## config.mk

```make
export PLATFORM = sky130hd
export DESIGN_NAME = stack_ctrl_flat
export DESIGN_NICKNAME = d
export VERILOG_FILES = /design/src/rtl/stack_ctrl_pkg.sv /design/src/rtl/stack_ctrl_if.sv /design/src/rtl/stack_ctrl.sv /design/src/flat_wrapper.sv
export SDC_FILE = /design/constraint.sdc
export NUM_CORES = 1
export LEC_CHECK = 0
export CAP_MARGIN = 10
export CORE_MARGIN = 5
export CORE_UTILIZATION = 34
export CTS_CLUSTER_SIZE = 28
export DETAILED_ROUTE_END_ITERATION = 8
export PLACE_DENSITY = 0.76
export SETUP_SLACK_MARGIN = 0.15
export SYNTH_ARGS = -nofsm -noshare
export SYNTH_HDL_FRONTEND = slang
export SYNTH_SLANG_ARGS = --single-unit
```

## constraint.sdc

```tcl
create_clock -name clk -period 1.8 [get_ports clk]
set_clock_uncertainty 0.2 [all_clocks]
set_input_delay 0.18 -clock clk [delete_from_list [all_inputs] [get_ports clk]]
set_output_delay 0.18 -clock clk [all_outputs]
set_load 0.02 [all_outputs]
```

## src/rtl/stack_ctrl_pkg.sv

```systemverilog
// Shared definitions for the stack controller: FSM state encoding and default widths.
package stack_ctrl_pkg;

  localparam int DATA_W_DEF = 16;
  localparam int ADDR_W_DEF = 5;

  typedef enum logic [2:0] {
    S_IDLE    = 3'd0,
    S_WRITE   = 3'd1,
    S_RD_ADDR = 3'd2,
    S_RD_WAIT = 3'd3,
    S_ACK     = 3'd4
  } state_e;

endpackage

```

## src/rtl/stack_ctrl_if.sv

```systemverilog
// Handshake and stack-memory bus between the control unit / memory (master) and stack_ctrl (slave).
interface stack_ctrl_if
  import stack_ctrl_pkg::*;
#(
  parameter int DATA_W = DATA_W_DEF,
  parameter int ADDR_W = ADDR_W_DEF
);
  logic              req_push;
  logic              req_pop;
  logic [DATA_W-1:0] push_data;
  logic              ack;
  logic [DATA_W-1:0] pop_data;
  logic [ADDR_W-1:0] stk_addr;
  logic              stk_wren;
  logic [DATA_W-1:0] stk_wdata;
  logic [DATA_W-1:0] stk_rdata;

  modport master (
    output req_push, req_pop, push_data, stk_rdata,
    input  ack, pop_data, stk_addr, stk_wren, stk_wdata
  );

  modport slave (
    input  req_push, req_pop, push_data, stk_rdata,
    output ack, pop_data, stk_addr, stk_wren, stk_wdata
  );
endinterface

```

## src/rtl/stack_ctrl.sv

```systemverilog
// Stack controller driving an external synchronous-read stack memory over a four-phase handshake.
// Optional macro STACK_CTRL_STICKY_ERR_EN: error flags stay set until reset instead of only during ACK.
module stack_ctrl
  import stack_ctrl_pkg::*;
#(
  parameter int DATA_W = DATA_W_DEF,
  parameter int ADDR_W = ADDR_W_DEF
) (
  input  logic          clk,
  input  logic          rst_n,
  stack_ctrl_if.slave   bus,
  output logic [ADDR_W:0] count,
  output logic          full,
  output logic          empty,
  output logic          err_ovf,
  output logic          err_udf
);

  localparam logic [ADDR_W:0] DEPTH = {1'b1, {ADDR_W{1'b0}}};
  localparam logic [ADDR_W:0] ONE   = {{ADDR_W{1'b0}}, 1'b1};

  state_e            state_q, state_d;
  logic [ADDR_W:0]   count_q, count_d;
  logic [DATA_W-1:0] pop_data_q, pop_data_d;
  logic              ovf_q, ovf_d;
  logic              udf_q, udf_d;
  logic [ADDR_W:0]   count_m1;

  logic              ack_o;
  logic              wren_o;
  logic [ADDR_W-1:0] addr_o;
  logic [DATA_W-1:0] wdata_o;

  assign full     = (count_q == DEPTH);
  assign empty    = (count_q == '0);
  assign count_m1 = count_q - ONE;

  always_ff @(posedge clk or negedge rst_n) begin
    if (!rst_n) begin
      state_q    <= S_IDLE;
      count_q    <= '0;
      pop_data_q <= '0;
      ovf_q      <= 1'b0;
      udf_q      <= 1'b0;
    end else begin
      state_q    <= state_d;
      count_q    <= count_d;
      pop_data_q <= pop_data_d;
      ovf_q      <= ovf_d;
      udf_q      <= udf_d;
    end
  end

  // Push has priority over pop; errors go straight to ACK without touching count or memory.
  always_comb begin
    state_d    = state_q;
    count_d    = count_q;
    pop_data_d = pop_data_q;
    ovf_d      = ovf_q;
    udf_d      = udf_q;
    unique case (state_q)
      S_IDLE: begin
        if (bus.req_push) begin
          if (!full) begin
            state_d = S_WRITE;
          end else begin
            state_d = S_ACK;
            ovf_d   = 1'b1;
          end
        end else if (bus.req_pop) begin
          if (!empty) begin
            state_d = S_RD_ADDR;
          end else begin
            state_d = S_ACK;
            udf_d   = 1'b1;
          end
        end
      end
      S_WRITE: begin
        state_d = S_ACK;
        count_d = count_q + ONE;
      end
      S_RD_ADDR: state_d = S_RD_WAIT;
      S_RD_WAIT: begin
        state_d    = S_ACK;
        pop_data_d = bus.stk_rdata;
        count_d    = count_m1;
      end
      S_ACK: begin
        if (!(bus.req_push || bus.req_pop)) begin
          state_d = S_IDLE;
`ifndef STACK_CTRL_STICKY_ERR_EN
          ovf_d   = 1'b0;
          udf_d   = 1'b0;
`endif
        end
      end
      default: state_d = S_IDLE;
    endcase
  end

  // Memory-side outputs are decoded from state so reset clears them without waiting for a clock.
  always_comb begin
    ack_o   = 1'b0;
    wren_o  = 1'b0;
    addr_o  = '0;
    wdata_o = '0;
    unique case (state_q)
      S_WRITE: begin
        wren_o  = 1'b1;
        addr_o  = count_q[ADDR_W-1:0];
        wdata_o = bus.push_data;
      end
      S_RD_ADDR, S_RD_WAIT: addr_o = count_m1[ADDR_W-1:0];
      S_ACK:                ack_o  = 1'b1;
      default: ;
    endcase
  end

  assign bus.ack       = ack_o;
  assign bus.stk_wren  = wren_o;
  assign bus.stk_addr  = addr_o;
  assign bus.stk_wdata = wdata_o;
  assign bus.pop_data  = pop_data_q;
  assign count         = count_q;
  assign err_ovf       = ovf_q;
  assign err_udf       = udf_q;

endmodule

```

## src/flat_wrapper.sv

```systemverilog
// flat-port wrapper written by rule: the top's interface ports become plain ports
module stack_ctrl_flat import stack_ctrl_pkg::*;
#(
  parameter int DATA_W = DATA_W_DEF,
  parameter int ADDR_W = ADDR_W_DEF
)
  (clk, rst_n, count, full, empty, err_ovf, err_udf, bus_req_push, bus_req_pop, bus_push_data, bus_stk_rdata, bus_ack, bus_pop_data, bus_stk_addr, bus_stk_wren, bus_stk_wdata);
  stack_ctrl_if #(.DATA_W(DATA_W), .ADDR_W(ADDR_W)) bus_i ();
  input  logic clk;
  input  logic rst_n;
  output logic [ADDR_W:0] count;
  output logic full;
  output logic empty;
  output logic err_ovf;
  output logic err_udf;
  input wire logic [$bits(bus_i.req_push)-1:0] bus_req_push;
  input wire logic [$bits(bus_i.req_pop)-1:0] bus_req_pop;
  input wire logic [$bits(bus_i.push_data)-1:0] bus_push_data;
  input wire logic [$bits(bus_i.stk_rdata)-1:0] bus_stk_rdata;
  output wire logic [$bits(bus_i.ack)-1:0] bus_ack;
  output wire logic [$bits(bus_i.pop_data)-1:0] bus_pop_data;
  output wire logic [$bits(bus_i.stk_addr)-1:0] bus_stk_addr;
  output wire logic [$bits(bus_i.stk_wren)-1:0] bus_stk_wren;
  output wire logic [$bits(bus_i.stk_wdata)-1:0] bus_stk_wdata;
  assign bus_i.req_push = bus_req_push;
  assign bus_i.req_pop = bus_req_pop;
  assign bus_i.push_data = bus_push_data;
  assign bus_i.stk_rdata = bus_stk_rdata;
  assign bus_ack = bus_i.ack;
  assign bus_pop_data = bus_i.pop_data;
  assign bus_stk_addr = bus_i.stk_addr;
  assign bus_stk_wren = bus_i.stk_wren;
  assign bus_stk_wdata = bus_i.stk_wdata;
  stack_ctrl #(.DATA_W(DATA_W), .ADDR_W(ADDR_W)) u_core (.clk(clk), .rst_n(rst_n), .bus(bus_i), .count(count), .full(full), .empty(empty), .err_ovf(err_ovf), .err_udf(err_udf));
endmodule
```

-- After elaboration in Yosys (flattened, before gate mapping)
Cells that the tools add are included.
- bits in registers: 27
- bits in latches: 0
- RAM bits: 0
- bits in read-only memories: 0
- bits of input ports: 36
- output and inout port bits: 49
- memories kept: 0
- $add $sub $neg: 2
- multiply operators: 0
- div/mod/pow operators: 0
- $lt $le $gt $ge: 0
- equal/unequal tests: 12
- shift operators: 0
- multiplexer cells: 19
- bitwise gates (word level): 0
- reduce and logical (&&, ||, !) cells: 10
- operators with widths (kind ; count):
    two-way mux 16 bit ; 1
    two-way mux 3 bit ; 5
    inequality test 2 bit, second input constant ; 6
    one-hot mux 3 bit (4 select lines) ; 1
    one-hot mux 6 bit (2 select lines) ; 1
    one-hot mux 5 bit (2 select lines) ; 1
    two-way mux 1 bit ; 8
    adder 6 x 1 -> 6 bit, second input constant ; 1
    equality test 3 x 2 -> 1 bit, second input constant ; 2
    equality test 6 bit, second input constant ; 1
    zero test 6 bit ; 1
    subtractor 6 x 1 -> 6 bit, second input constant ; 1
    AND reduction 5 bit ; 1
    one-hot mux 1 bit (2 select lines) ; 2
    AND reduction 4 bit ; 1
    nonzero test 2 bit ; 2
    OR reduction 2 bit ; 2
    equality test 3 x 1 -> 1 bit, second input constant ; 1
    equality test 3 bit, second input constant ; 1
    zero test 3 bit ; 1
    inequality test 3 bit, second input constant ; 1
    AND reduction 2 bit ; 1
    logical OR 1 bit ; 1

-- Logic depth before layout (Yosys ltp)
- depth in word-level cells: 5
- gate-level depth with buffers: 5
- mapped depth without buffers: 5

-- Least setup slack after synthesis
Ideal clock, no wire load.
- path kind: register to register
- from: reg u_core.count_q[0], in the netlist u_core.count[0]
- to: reg u_core.state_q[0]
- library setup time: 0.142 ns
- data arrival time: 1.768 ns
- path slack: -0.310 ns
- stages on the path, launching flop included: 6
- path buffers: 0
- cell sequence: dfrtp_1 inv_1 ha_1 or4b_1 nor2_1 o21ai_0
- longest elaborated chain between the ends: 4
- RTL lines (what ; line ; text):
    start, declared ; stack_ctrl.sv:23 ; logic [ADDR_W:0] count_q, count_d;
    start signal, assigned ; stack_ctrl.sv:47 ; count_q <= count_d;
    equality test 6 bit ; stack_ctrl.sv:34 ; assign full = (count_q == DEPTH);
    net full ; flat_wrapper.sv:12 ; output logic full;
    two-way mux 3 bit ; stack_ctrl.sv:64 ; if (!full) begin
    two-way mux 3 bit ; stack_ctrl.sv:63 ; if (bus.req_push) begin
    one-hot mux 3 bit (4 select lines) ; stack_ctrl.sv:61 ; unique case (state_q)
    end signal, assigned ; stack_ctrl.sv:46 ; state_q <= state_d;
    end, declared ; stack_ctrl.sv:22 ; state_e state_q, state_d;
The timed path passes the listed nets, and every way through them passes these cells.
A chain may end at the register's enable or synchronous reset.

-- Final worst setup path
- from: reg u_core.count_q[0], in the netlist u_core.count[0]
- to: out empty
- longest elaborated chain between the ends: 1
- RTL lines (what ; line ; text):
    zero test 6 bit ; stack_ctrl.sv:35 ; assign empty = (count_q == '0);
    end, declared ; flat_wrapper.sv:13 ; output logic empty;
Every way passes these cells.

==> run metrics <==
post-synth cell types=33; CTS Root Cell=clkbuf_8; arrival time at the worst endpoint=1650 ps; core region area=approximately 4000 sq um; reg-to-reg startpoint=u_core.count[2]; share of layout cells above drive strength 1=51.97%; Die Wd=75.59 um; ANT nets after route=0; GRT Util Overall=16.62%; CTS buffer count=3; setup TNS=-2229 ps; CTS clk-pin slew, worst paths=90 ps; Worst R2R Path Depth=4; relative slew slack=about 76%; fin crit period=2032 ps; final setup fails=26; CTS H-tree depth=1; Vias=1531; Skew-Pair Late Insertion Delay=270 ps; fin worst setup slack=-231.8 ps; Layout area overhead=107.5%; max cap viols=0; starting density of the core=35.79%; antenna violations before repair=0; Pre-antenna DRT Iters=4; Final Hold Viols=0; PwrDens=1766 nW/um^2; vias per cell=5.036; grt ovf=0; Slew Limit Fails=0; Critical Path Sink Type=output pin; die area=5714 sq um; nets=between 200 and 300; Post-synth EDFFs=0; Psw=~2.2 mW; Worst Path Required=1420 ps; Gate power share=73.0%; Max Fclk=492.2 MHz; failing checks=setup timing; fillcell total=293; largest net degree at the start of global routing=28; Yosys warning count=0; RD Place Congestion=0.7789; most used flip-flop cell after synthesis=dfrtp_1; worst min path class=input pin to async pin; Post-Syn Area=1463 sq um; Die H=75.59 um; DRC Markers=0; Tcrit/Tclk final=112.9%; placed cell count=between 200 and 300; commonest non-fill, non-tap cells in the layout=clkdlybuf4s50_1 (41), buf_6 (38), buf_4 (21); Async SR Flop Fraction=100.0%; most common cell after layout, fill and taps aside=clkdlybuf4s50_1; worst hold slack=93.69 ps; n_diodes=0; r2r setup slk=-70 ps; Power Internal=roughly 3.2 mW; Clock power frac=6.3%; register area share after synthesis=46.19%; vias in the first global route=approximately 1600; first-pass GRT wire length=7279 um; CP Class=register to output pin; Lkg Pwr=1.462 nW; initial DRC count=25; unrepaired setup endpoints after global routing=true; status=finished with violations; CTS tree=done; Worst VDD drop=0.0008502 V; total wire length=5076 um; Port Buffers=84; Reg-to-Reg End=u_core.count[5]; Flop pwr share=between 20 and 25%; Worst Tran Pin Value=354.9 ps; CTS Buffer Depth=2; hold bufs inserted after CTS=0; WL/cell=16.70 um; row count=23; DP Worst Slack=-421.0 ps; Mapped Nets=176; post-DP HPWL=3130 um; Post-Syn Instances=138; startpoint types=register; switching share of power=40.56%; Top Ports=85; FF+latch count, synth=27; fin cells=304; CTS Sinks=27; Avg Cell Area, Syn=between 10 and 15 sq um; CP max FO=2
routing by layer:
layer  up-vias  track usage [%]  wire length (um)
li1        722                -                 -
met1       731            18.48              1885
met2        72            29.91              2605
met3         6            6.596               541
met4         0            3.495                43
met5         -                0                 0
cell type report:
cell class	count	area, sq um	area share, %
Inverter	5	21.27	0.7007
Clock buffer	4	45.04	1.484
Tap cell	50	62.56	2.061
Multi-Input combinational cell	97	980.9	32.32
Timing Repair Buffer	121	1241	40.89
Sequential cell	27	684.4	22.55
worst max-delay path, cell delays in order, from the launching register on:
cell	delay (ps)
dfrtp_2	420
inv_2	80
ha_4	130
or4b_4	500
nor2_4	130
buf_6	130
synth_stat cells, types with 3 or more instances:
| cell type | number | area, sq um |
|---|---|---|
| dfrtp_1 | 27 | 675.7 |
| and2_1 | 16 | 100.1 |
| mux2_2 | 16 | 180.2 |
| nand2_1 | 8 | 30.03 |
| o21ai_0 | 8 | 40.04 |
| nor2_1 | 6 | 22.52 |
| inv_1 | 5 | 18.77 |
| buf_2 | 4 | 20.02 |
| clkbuf_1 | 4 | 15.01 |
| xnor2_1 | 4 | 35.03 |
| a21oi_1 | 3 | 15.01 |
| nand2b_1 | 3 | 18.77 |
| nor3b_1 | 3 | 22.52 |
| xor2_1 | 3 | 26.28 |
metrics by stage:
stage	total power [mW]	utilization, %	instance area, sq um
2_1_floorplan	2.670	-	1508
3_3_place_gp	4.000	61.73	2522
3_5_place_dp	4.042	61.73	2522
6_report	5.361	74.28	3035
4_1_cts	4.822	67.85	2773
5_1_grt	5.702	74.28	3035
worst max-delay path by stage:
stage | start | endpoint | slack (ps)
after floorplan | u_core.count[3] | u_core.count[5] | -20
after detailed placement | u_core.count[1] | empty | -420
after global placement | u_core.count[1] | empty | -400
after global routing | u_core.count[1] | empty | -310
final | u_core.count[0] | empty | -230
after CTS | u_core.count[1] | empty | -230
power groups by stage:
stage	registers (mW)	logic (mW)	clock network, mW
6_report	1.11	3.92	0.336
5_1_grt	1.15	4.17	0.385
4_1_cts	1.09	3.39	0.348
3_5_place_dp	1.08	2.96	0
3_3_place_gp	1.07	2.93	0
2_1_floorplan	1.42	1.25	0
logic make-up after synthesis:
kind of cell | after synthesis | share of synthesized area (%)
adder cells (fa/ha/maj) | 2 | 1.711
AND/OR/NAND/NOR | 49 | 20.53
buffers and inverters | 14 | 4.448
multiplexers | 17 | 13.00
XOR/XNOR | 7 | 4.192
flip-flops | 27 | 46.19
AO/OA/AOI/OAI | 22 | 9.923
repair_timing:
item | CTS | global route
cloned | 3 | 1
pin swaps | 11 | 26
gates resized for setup | 196 | 69
buffers inserted | 8 | 5
endpoints found under the setup margin | 37 | 62
hold endpoints to repair | 0 | 0
state kept, by name, summed over array words and instances (netlist names):
signal,count
u_core.err_udf,1
u_core.count,6
u_core.state_q,3
u_core.err_ovf,1
u_core.bus.pop_data,16
No activity file was read; power rests on OpenSTA's default activity.
==> RTL change (same settings) <==
`pop_data_q` no longer has a reset.
--- a/src/rtl/stack_ctrl.sv
+++ b/src/rtl/stack_ctrl.sv
@@ -41,3 +41,2 @@
       count_q    <= '0;
-      pop_data_q <= '0;
       ovf_q      <= 1'b0;
@@ -47,3 +46,2 @@
       count_q    <= count_d;
-      pop_data_q <= pop_data_d;
       ovf_q      <= ovf_d;
@@ -51,2 +49,6 @@
     end
+  end
+
+  always_ff @(posedge clk) begin
+    pop_data_q <= pop_data_d;
   end
Check against the original RTL: differs if rst_n is asserted again (counterexample within 10 cycles, from zero or initial values and one cycle with rst_n low); with rst_n held inactive, the same outputs for 10 cycles.
==> RTL change against the unedited design <==
  * The flow still finishes with violations (setup timing)
  * Area after synthesis decreased by 3.4%
  * Sequential cell count unchanged
  * Routed wire length decreased by 1.0%
  * Non-clock buffer count increased by 1
  * Setup slack improved by 0.077 ns
  * Count of clock-buffer cells in the layout decreased by 1
  * Power decreased by 22%
  * Final area decreased by 6.3%
  * Die area decreased by 3.0%
  * Combinational power decreased by 27%
  * Critical path depth increased by 1
  * Largest cell class unchanged
  * Largest power group unchanged
==> RTL change: results (changes against the unedited design) <==
via-per-instance ratio=4.73 (was 5.04); switch share=41.3% (was 40.6%); Crit path largest cell delay=0.43 ns (was 0.50 ns); Routed WL per cell=17.3 um (was 16.7 um); metal3 WL=301 um (was 541 um); R2R depth=7 (was 4); number of synthesized flops with an enable pin=16 (was 0); placed cells=270 (was 283); M2 GR Usage=29.9% (about the same); post_cts resized=181 (was 196); endpoints failing setup=20 (was 26); most frequent cells after synthesis=17 x and2_1, 16 x edfxtp_1, 11 x dfrtp_1 (was 27 x dfrtp_1, 16 x and2_1, 16 x mux2_2); GR Layer Usage met3=2.57% (was 6.60%); met2 routed WL=2850 um (was 2610 um); vias in the first global route=1,373 (was 1,603); initial drt markers=26 (was 25); post-synthesis cell count=124 (was 138); layout cell share with drive strength beyond 1=51.2% (was 52.0%); Largest delay share family, worst path=flip-flops (was simple AND/OR/NAND/NOR gates); Reg clk slew, reported paths=0.09 ns (about the same); Total GRT Usage=15.3% (was 16.6%); first-pass GRT wire length=6480 um (was 7280 um); Worst Hold Slack=0.0526 ns (was 0.0937 ns); DP Wirelength=3400 um (was 3130 um); Area Growth Syn to Fin=101% (was 108%); DRT met1 WL=1810 um (was 1890 um); Fillers=267 (was 293); reg2reg end=u_core.bus.pop_data[4]$_DFFE_PP_ (was u_core.count[5]$_DFFE_PN0P_); CP max stage cell=dfrtp_2 (was or4b_4); RR Startpoint=u_core.state_q[2]$_DFFE_PN0P_ (was u_core.count[2]$_DFFE_PN0P_); final wirelength=5020 um (was 5080 um); gpl congestion=0.786 (was 0.779); H-Tree Level Count=1 (unchanged); Synth area leaders=edfxtp_1 34%, dfrtp_1 19%, and2_1 7.5% (was dfrtp_1 46%, mux2_2 12%, and2_1 6.8%); P_comb=2.88 mW (was 3.92 mW); reg2reg setup slack=0.01 ns (was -0.07 ns); largest net degree at the start of global routing=17 (was 28); sequential area share after synthesis=53.5% (was 46.2%); ys async rst share=40.7% (was 100%); WP data arrival=1.57 ns (was 1.65 ns); Peak VDD IR=0.963 mV (was 0.850 mV); syn_nets=163 (was 176); status=finished, violations left (unchanged); top_reg_cell synth=edfxtp_1 (was dfrtp_1); Pleak=1.18 nW (was 1.46 nW); Setup WS post-layout=-0.155 ns (was -0.232 ns); clk pwr=0.347 mW (was 0.336 mW); violated checks=setup timing (unchanged); nets=280 (was 293); maximum fanout along the worst path=3 (was 2); met1 Use GR=16.7% (was 18.5%); post-synth cell types=34 (was 33); worst-margin pin slew=0.548 ns (was 0.355 ns)
-- RTL change: cells by family after synthesis --
kind of cell	count (synthesis)	synth area share (%)
simple gates	50	21.6
flops	27	53.5
compound gates	19	9.48
buf+inv	16	7.17
xor+xnor	9	5.58
fa+ha+maj	3	2.66
-- RTL change: stage by stage --
| step | setup WS, ns | utilization, % | setup TNS [ns] | area [sq um] | total power [mW] |
|---|---|---|---|---|---|
| 5_1_grt | -0.204 | 71.1 | -2.42 | 2840 | 4.38 |
| 6_report | -0.155 | 71.1 | -0.908 | 2840 | 4.18 |
| 4_1_cts | -0.0759 | 66.8 | -0.411 | 2670 | 3.82 |
| 3_3_place_gp | -0.235 | 61.4 | -4.34 | 2460 | 3.09 |
| 2_1_floorplan | 0.0534 | - | 0 | 1470 | 2.20 |
| 3_5_place_dp | -0.297 | 61.4 | -5.01 | 2460 | 3.15 |
-- RTL change: worst max-delay path by stage --
stage,slack (ns),end,cells after the start,startpoint
CTS,-0.08,bus_stk_addr[3],5,u_core.state_q[2]$_DFFE_PN0P_
global route,-0.20,bus_stk_addr[2],6,u_core.count[1]$_DFFE_PN0P_
finish,-0.15,bus_stk_addr[2],6,u_core.count[1]$_DFFE_PN0P_
global placement,-0.23,empty,6,u_core.count[1]$_DFFE_PN0P_
detailed placement,-0.30,empty,6,u_core.count[1]$_DFFE_PN0P_
floorplan,0.05,u_core.err_udf$_DFFE_PN0P_,8,u_core.count[0]$_DFFE_PN0P_
-- RTL change: area by class of cell --
type,instances,area share (%)
Clock buffer,3,1.45
Clock inverter,1,0.264
Inverter,6,0.836
Multi-Input combinational cell,81,25.8
Sequential cell,27,26.8
Tap cell,50,2.20
Timing Repair Buffer,122,42.6
